File: src/rtl/ack_pkg.sv
// rtl/ack_pkg.sv - shared source IDs, FSM encoding and round-robin helper for the ACK path
//
// Purpose: constants shared between the ACK request scheduler and the ACK bus
// arbiter, so both sides agree on source numbering.
// Ports: none (package).

package ack_pkg;

  localparam int SRC_N = 4;

  localparam logic [1:0] ID_MEM  = 2'd0;
  localparam logic [1:0] ID_SHA  = 2'd1;
  localparam logic [1:0] ID_AES  = 2'd2;
  localparam logic [1:0] ID_CTRL = 2'd3;

  typedef enum logic {
    IDLE = 1'b0,
    REQ  = 1'b1
  } state_e;

  // First pending source at or after ptr (wrapping mod 4). Walking the
  // offsets from the far end down lets the nearest pending source overwrite
  // any later one. Returns ptr when nothing is pending; callers gate on |pend.
  function automatic logic [1:0] rr_pick(input logic [1:0] ptr,
                                         input logic [SRC_N-1:0] pend);
    logic [1:0] idx;
    rr_pick = ptr;
    for (int k = SRC_N - 1; k >= 0; k--) begin
      idx = ptr + 2'(k);
      if (pend[idx]) rr_pick = idx;
    end
  endfunction

endpackage

File: src/rtl/ack_src_counter.sv
// rtl/ack_src_counter.sv - saturating pending-ACK counter with sticky overflow flag
//
// Purpose: counts outstanding ACKs for one source.
// Ports:
//   clk, rst_n   clock, asynchronous active-low reset
//   inc          completion pulse from the source
//   dec          grant retiring one pending ACK
//   hold         freeze the counter and flag this cycle (protocol error)
//   cnt          registered count
//   cnt_next     count that will be registered at the next edge
//   overflow     sticky: a completion arrived while the counter was full

module ack_src_counter #(
  parameter int CNT_W = 2
) (
  input  logic             clk,
  input  logic             rst_n,
  input  logic             inc,
  input  logic             dec,
  input  logic             hold,
  output logic [CNT_W-1:0] cnt,
  output logic [CNT_W-1:0] cnt_next,
  output logic             overflow
);

  localparam logic [CNT_W-1:0] CNT_MAX = '1;

  logic [CNT_W-1:0] cnt_q, cnt_d;
  logic             ovf_q, ovf_d;

  always_comb begin
    cnt_d = cnt_q;
    ovf_d = ovf_q;
    if (!hold) begin
      if (inc && !dec) begin
        // A full counter drops the event rather than wrapping.
        if (cnt_q == CNT_MAX) ovf_d = 1'b1;
        else                  cnt_d = cnt_q + CNT_W'(1);
      end else if (dec && !inc && (cnt_q != '0)) begin
        cnt_d = cnt_q - CNT_W'(1);
      end
    end
  end

  always_ff @(posedge clk or negedge rst_n) begin
    if (!rst_n) begin
      cnt_q <= '0;
      ovf_q <= 1'b0;
    end else begin
      cnt_q <= cnt_d;
      ovf_q <= ovf_d;
    end
  end

  assign cnt      = cnt_q;
  assign cnt_next = cnt_d;
  assign overflow = ovf_q;

endmodule

File: src/rtl/ack_req_scheduler.sv
// rtl/ack_req_scheduler.sv - round-robin per-source ACK request scheduler
//
// Purpose: collects completion pulses into per-source pending counters and
// presents one registered request at a time to the fixed-priority ACK
// arbiter, rotating between sources so none starves.
// Ports:
//   clk, rst_n                      clock, asynchronous active-low reset
//   done_{mem,sha,aes,ctrl}         single-cycle completion pulses
//   req_{mem,sha,aes,ctrl}          registered one-hot request to the arbiter
//   ack_ready_to_{mem,sha,aes,ctrl} one-hot grant from the arbiter
//   ack_event                       arbiter grant event
//   winner_source_id                arbiter winner (MEM=0 SHA=1 AES=2 CTRL=3)
//   busy                            any pending counter nonzero
//   overflow[3:0]                   sticky per-source saturation flag
//   protocol_err                    sticky grant-consistency error

module ack_req_scheduler #(
  parameter int CNT_W = 2
) (
  input  logic       clk,
  input  logic       rst_n,
  input  logic       done_mem,
  input  logic       done_sha,
  input  logic       done_aes,
  input  logic       done_ctrl,
  output logic       req_mem,
  output logic       req_sha,
  output logic       req_aes,
  output logic       req_ctrl,
  input  logic       ack_ready_to_mem,
  input  logic       ack_ready_to_sha,
  input  logic       ack_ready_to_aes,
  input  logic       ack_ready_to_ctrl,
  input  logic       ack_event,
  input  logic [1:0] winner_source_id,
  output logic       busy,
  output logic [3:0] overflow,
  output logic       protocol_err
);

  import ack_pkg::*;

  logic [SRC_N-1:0] done_v, ready_v, grant_v;
  logic [SRC_N-1:0] pend_q, pend_d, ovf_v;
  logic [CNT_W-1:0] cnt_cur [SRC_N];
  logic [CNT_W-1:0] cnt_nxt [SRC_N];

  state_e           state_q, state_d;
  logic [1:0]       sel_q, sel_d;
  logic [1:0]       rr_q, rr_d;
  logic [SRC_N-1:0] req_q, req_d;
  logic             perr_q, perr_d;
  logic             err_now, grant_any;

  assign done_v  = {done_ctrl, done_aes, done_sha, done_mem};
  assign ready_v = {ack_ready_to_ctrl, ack_ready_to_aes, ack_ready_to_sha, ack_ready_to_mem};

  // In IDLE sel_q is stale, so any ack_event there is already an error on
  // its own; the winner mismatch check only matters in REQ.
  assign err_now = (ack_event && (state_q == IDLE))
                 || (ack_event && (winner_source_id != sel_q))
                 || (|(ready_v & ~req_q));

  // A grant is suppressed whenever the cycle is erroneous so counters and
  // FSM stay frozen together.
  assign grant_v   = err_now ? '0 : (req_q & ready_v & {SRC_N{ack_event}});
  assign grant_any = |grant_v;

  for (genvar i = 0; i < SRC_N; i++) begin : g_cnt
    ack_src_counter #(.CNT_W(CNT_W)) u_cnt (
      .clk      (clk),
      .rst_n    (rst_n),
      .inc      (done_v[i]),
      .dec      (grant_v[i]),
      .hold     (err_now),
      .cnt      (cnt_cur[i]),
      .cnt_next (cnt_nxt[i]),
      .overflow (ovf_v[i])
    );
    assign pend_q[i] = (cnt_cur[i] != '0);
    assign pend_d[i] = (cnt_nxt[i] != '0);
  end

  // State register
  always_ff @(posedge clk or negedge rst_n) begin
    if (!rst_n) begin
      state_q <= IDLE;
      sel_q   <= ID_MEM;
      rr_q    <= ID_MEM;
      req_q   <= '0;
      perr_q  <= 1'b0;
    end else begin
      state_q <= state_d;
      sel_q   <= sel_d;
      rr_q    <= rr_d;
      req_q   <= req_d;
      perr_q  <= perr_d;
    end
  end

  // Next-state logic. Selection uses next-state counts so a done pulse in
  // this cycle can be requested in the very next one.
  always_comb begin
    state_d = state_q;
    sel_d   = sel_q;
    rr_d    = rr_q;
    if (!err_now) begin
      if (state_q == IDLE) begin
        if (|pend_d) begin
          sel_d   = rr_pick(rr_q, pend_d);
          state_d = REQ;
        end
      end else if (grant_any) begin
        // sel stays put until its grant, regardless of new lower-ID work.
        rr_d = sel_q + 2'd1;
        if (|pend_d) begin
          sel_d   = rr_pick(sel_q + 2'd1, pend_d);
          state_d = REQ;
        end else begin
          state_d = IDLE;
        end
      end
    end
  end

  // Output logic: request register loads the decode of the next state.
  always_comb begin
    req_d = '0;
    if (state_d == REQ) req_d[sel_d] = 1'b1;
    perr_d = perr_q | err_now;
  end

  assign req_mem      = req_q[ID_MEM];
  assign req_sha      = req_q[ID_SHA];
  assign req_aes      = req_q[ID_AES];
  assign req_ctrl     = req_q[ID_CTRL];
  assign busy         = |pend_q;
  assign overflow     = ovf_v;
  assign protocol_err = perr_q;

endmodule

File: config.mk
export PLATFORM = sky130hd
export DESIGN_NAME = ack_req_scheduler
export DESIGN_NICKNAME = d
export VERILOG_FILES = /design/src/rtl/ack_pkg.sv /design/src/rtl/ack_src_counter.sv /design/src/rtl/ack_req_scheduler.sv
export SDC_FILE = /design/constraint.sdc
export NUM_CORES = 1
export LEC_CHECK = 0
export BUFFER_PORTS_ARGS = -buffer_cell sky130_fd_sc_hd__buf_2
export CAP_MARGIN = 40
export CORE_MARGIN = 4
export CORE_UTILIZATION = 48
export DETAILED_ROUTE_END_ITERATION = 7
export PLACE_DENSITY_LB_ADDON = 0.12
export SLEW_MARGIN = 40
export SYNTH_ARGS = -nofsm -noshare
export SYNTH_HDL_FRONTEND = slang
export SYNTH_SLANG_ARGS = --single-unit
File: constraint.sdc
create_clock -name clk -period 6.8 [get_ports clk]
set_clock_uncertainty 0.05 [all_clocks]
set_input_delay 1.36 -clock clk [delete_from_list [all_inputs] [get_ports clk]]
set_output_delay 1.36 -clock clk [all_outputs]
set_load 0.01 [all_outputs]
==> impl_metrics.json <==
{
  "max_freq_mhz": 244.8,
  "cts_buffers": 3,
  "synth_area_leaders": "dfrtp_1 29%, ha_1 10%, nand2_1 3.7%",
  "swShare": 0.4616,
  "vdd_ir_drop_max_uv": 138.7,
  "vias": 1726,
  "post_cts_buffers": 0,
  "finalSetupViolCount": 0,
  "dieArea_um2": 5101,
  "tns_ns": 0,
  "clk_path_buf_depth": 2,
  "ys_warn_count": 0,
  "status": "finished, final reports clean",
  "dieWidth_um": 71.42,
  "cp-end-kind": "flip-flop",
  "cts_tree": "done",
  "ys_ff_latch": 22,
  "wl_mm": 4.756,
  "switchingPower_w": 0.0003374,
  "first_pass_iters": 4,
  "grt_use_total": 0.1924,
  "p_int_w": 0.0003935,
  "port_buffers": 22,
  "register_area_um2": 550.5,
  "h-tree-depth": 1,
  "vias_per_cell": 6.209,
  "antenna_found_initial": 0,
  "r2r_cells": 9,
  "postSynth.asyncResetShare": 1.000,
  "wl_per_cell_um": 17.11,
  "gp_congestion": 0.9190,
  "required_ns": 6.90,
  "hold_path_depth": 1,
  "grt_pass1_vias": 1629,
  "clockPowerShare": 0.174,
  "cts_root_buf": "clkbuf_8",
  "row_count": 22,
  "worstSetupPathType": "in2reg",
  "synthFlopType": "dfrtp_1",
  "dpl.hpwl_mm": 3.675,
  "ctsResizeCount": 0,
  "hold_viol": 0,
  "slew_headroom": 0.5756,
  "multiInputGateArea_um2": 1221,
  "drtAntennaViolNets": 0,
  "finalCoreUtilization": 0.5508,
  "ios": 23,
  "yosys.area.top_type": "dfrtp_1",
  "grt_max_degree": 24,
  "min_path_type": "reg2reg",
  "maxSlewViolCount": 0,
  "seqPwrFrac": 0.310,
  "crit_fanout": 12,
  "first_iter_violations": 107,
  "grt_overflow_total": 0,
  "leakage_nw": 0.9578,
  "period_minus_slack_ns": 4.085,
  "postSynthCellCount": 216,
  "arrival_ns": 4.19,
  "synth_nets": 245,
  "synth_top_area_frac": 0.2852,
  "rsz0062_at_grt": "no",
  "power_density_nw_per_um2": 351.9,
  "synth_edf_count": 0,
  "drive_above_1_share": 0.2304,
  "cts.clk_slew.worst_paths_ns": 0.09,
  "fin_crit_sh": 0.6008,
  "coreArea_um2": 3771,
  "syn2layout_area_growth_pct": 7.583,
  "drv_cap": 0,
  "fillCellCount": 348,
  "tightest_slew_ns": 0.6319,
  "drc": 0,
  "clk_latency_ns": 0.27,
  "grt_pass1_wl_mm": 7.928,
  "avgSynthCellArea_um2": 8.938,
  "initial_utilization": 0.5119,
  "worstSetupStartpointType": "primary input",
  "ys_seq_area_frac": 0.2852,
  "n_antenna_cell": 0,
  "holdBufCountCts": 0,
  "finalNetCount": 260,
  "die_y_um": 71.42,
  "cts.sinks": 22,
  "netlist-cell-type-count": 63,
  "syn_area_um2": 1931,
  "power_frac_comb": 0.516,
  "layout_common_cells": "22 x dfrtp_1, 22 x buf_2, 19 x nand2_1"
}
-- worst max-delay path, stage by stage --
cell and delay (ns):
buf_2 0.11, nor2b_2 0.19, nor4_4 0.60, and3_2 0.36, nand2b_2 0.16, o221a_2 0.27, nand2_2 0.08, a311oi_1 0.50
a311o_2 0.29, nand3_2 0.11, nor3b_1 0.17
-- synth_stat cells, types with 2 or more instances --
library cell	number
nor4_1	3
a22oi_1	3
a21boi_1	2
buf_6	3
a31oi_1	7
a21oi_1	8
ha_1	16
and3_1	5
a2bb2oi_1	2
nor3_1	6
nand4_1	3
o21ai_0	8
and4_1	4
buf_4	7
nand3_1	6
nand2_1	19
dfrtp_1	22
nor2_1	12
o2111ai_1	3
nand2b_2	2
and2_1	5
o21ai_1	5
a31o_2	4
or3_1	5
and2b_4	2
inv_1	17
-- worst paths after layout --
kind | from | endpoint | slack, ns
worst min-delay path | g_cnt[0].u_cnt.overflow$_DFFE_PN0P_ | g_cnt[0].u_cnt.overflow$_DFFE_PN0P_ | 0.42
max in group asynchronous | rst_n | req_q[1]$_DFF_PN0_ | 5.34
worst max register to register | sel_q[0]$_DFF_PN0_ | req_q[2]$_DFF_PN0_ | 3.47
min in group asynchronous | rst_n | g_cnt[2].u_cnt.overflow$_DFFE_PN0P_ | 1.01
worst max-delay path | ack_ready_to_aes | req_q[2]$_DFF_PN0_ | 2.71
worst min register to register | g_cnt[0].u_cnt.overflow$_DFFE_PN0P_ | g_cnt[0].u_cnt.overflow$_DFFE_PN0P_ | 0.42
-- cells by family after synthesis --
logic type                 Yosys count  synth area share
adders and majority gates           16            0.1037
and+or+nand+nor                     85            0.2683
DFF                                 22            0.2852
buffers and inverters               29           0.08230
AOI/OAI and AO/OA                   62            0.2476
xor gates and xnor gates             2           0.01296
-- power by group through the flow --
stage                     Combinational, W  Sequential [W]  Clock [W]
final                             0.000377        0.000227   0.000127
after detailed placement          0.000371        0.000228          0
after CTS                         0.000375        0.000225   0.000130
after floorplan                   0.000318        0.000203          0
after global routing              0.000420        0.000234   0.000137
after global placement            0.000363        0.000227          0
-- sequential cells by signal (all words and copies together), names as in the netlist --
| register | flops |
|---|---|
| req_q | 4 |
| rr_q | 2 |
| state_q | 1 |
| g_cnt.u_cnt.overflow | 4 |
| g_cnt.u_cnt.cnt | 8 |
| protocol_err | 1 |
| sel_q | 2 |
-- routing by layer --
layer | vias to the layer above | GRT usage | wire (um) | share of wire
met5 | - | 0 | 0 | 0
met4 | 0 | 0.06681 | 70 | 0.015
met3 | 8 | 0.03086 | 271 | 0.057
met2 | 71 | 0.3071 | 2280 | 0.48
met1 | 822 | 0.2632 | 2133 | 0.45
li1 | 825 | - | - | -
-- layout make-up --
| cell class | instances | area share |
|---|---|---|
| timing repair buffer | 22 | 0.05301 |
| tap | 48 | 0.02892 |
| clock inverter | 1 | 0.01446 |
| clock buffer | 3 | 0.01988 |
| sequential | 22 | 0.2651 |
| inverter | 17 | 0.03072 |
| multi-input combinational | 165 | 0.5880 |
-- per-stage QoR --
stage	hold slack [ns]	instances	area (um2)	setup WS (ns)	total power (W)
floorplan	0.3789	216	1931	3.035	0.0005213
global route	0.4339	278	2077	2.516	0.0007904
global placement	0.3939	274	2006	2.548	0.0005899
detailed placement	0.4084	274	2006	2.404	0.0005991
finish	0.4172	278	2077	2.715	0.0007309
CTS	0.4288	278	2077	2.727	0.0007300
(Power assumes the default switching activity.)
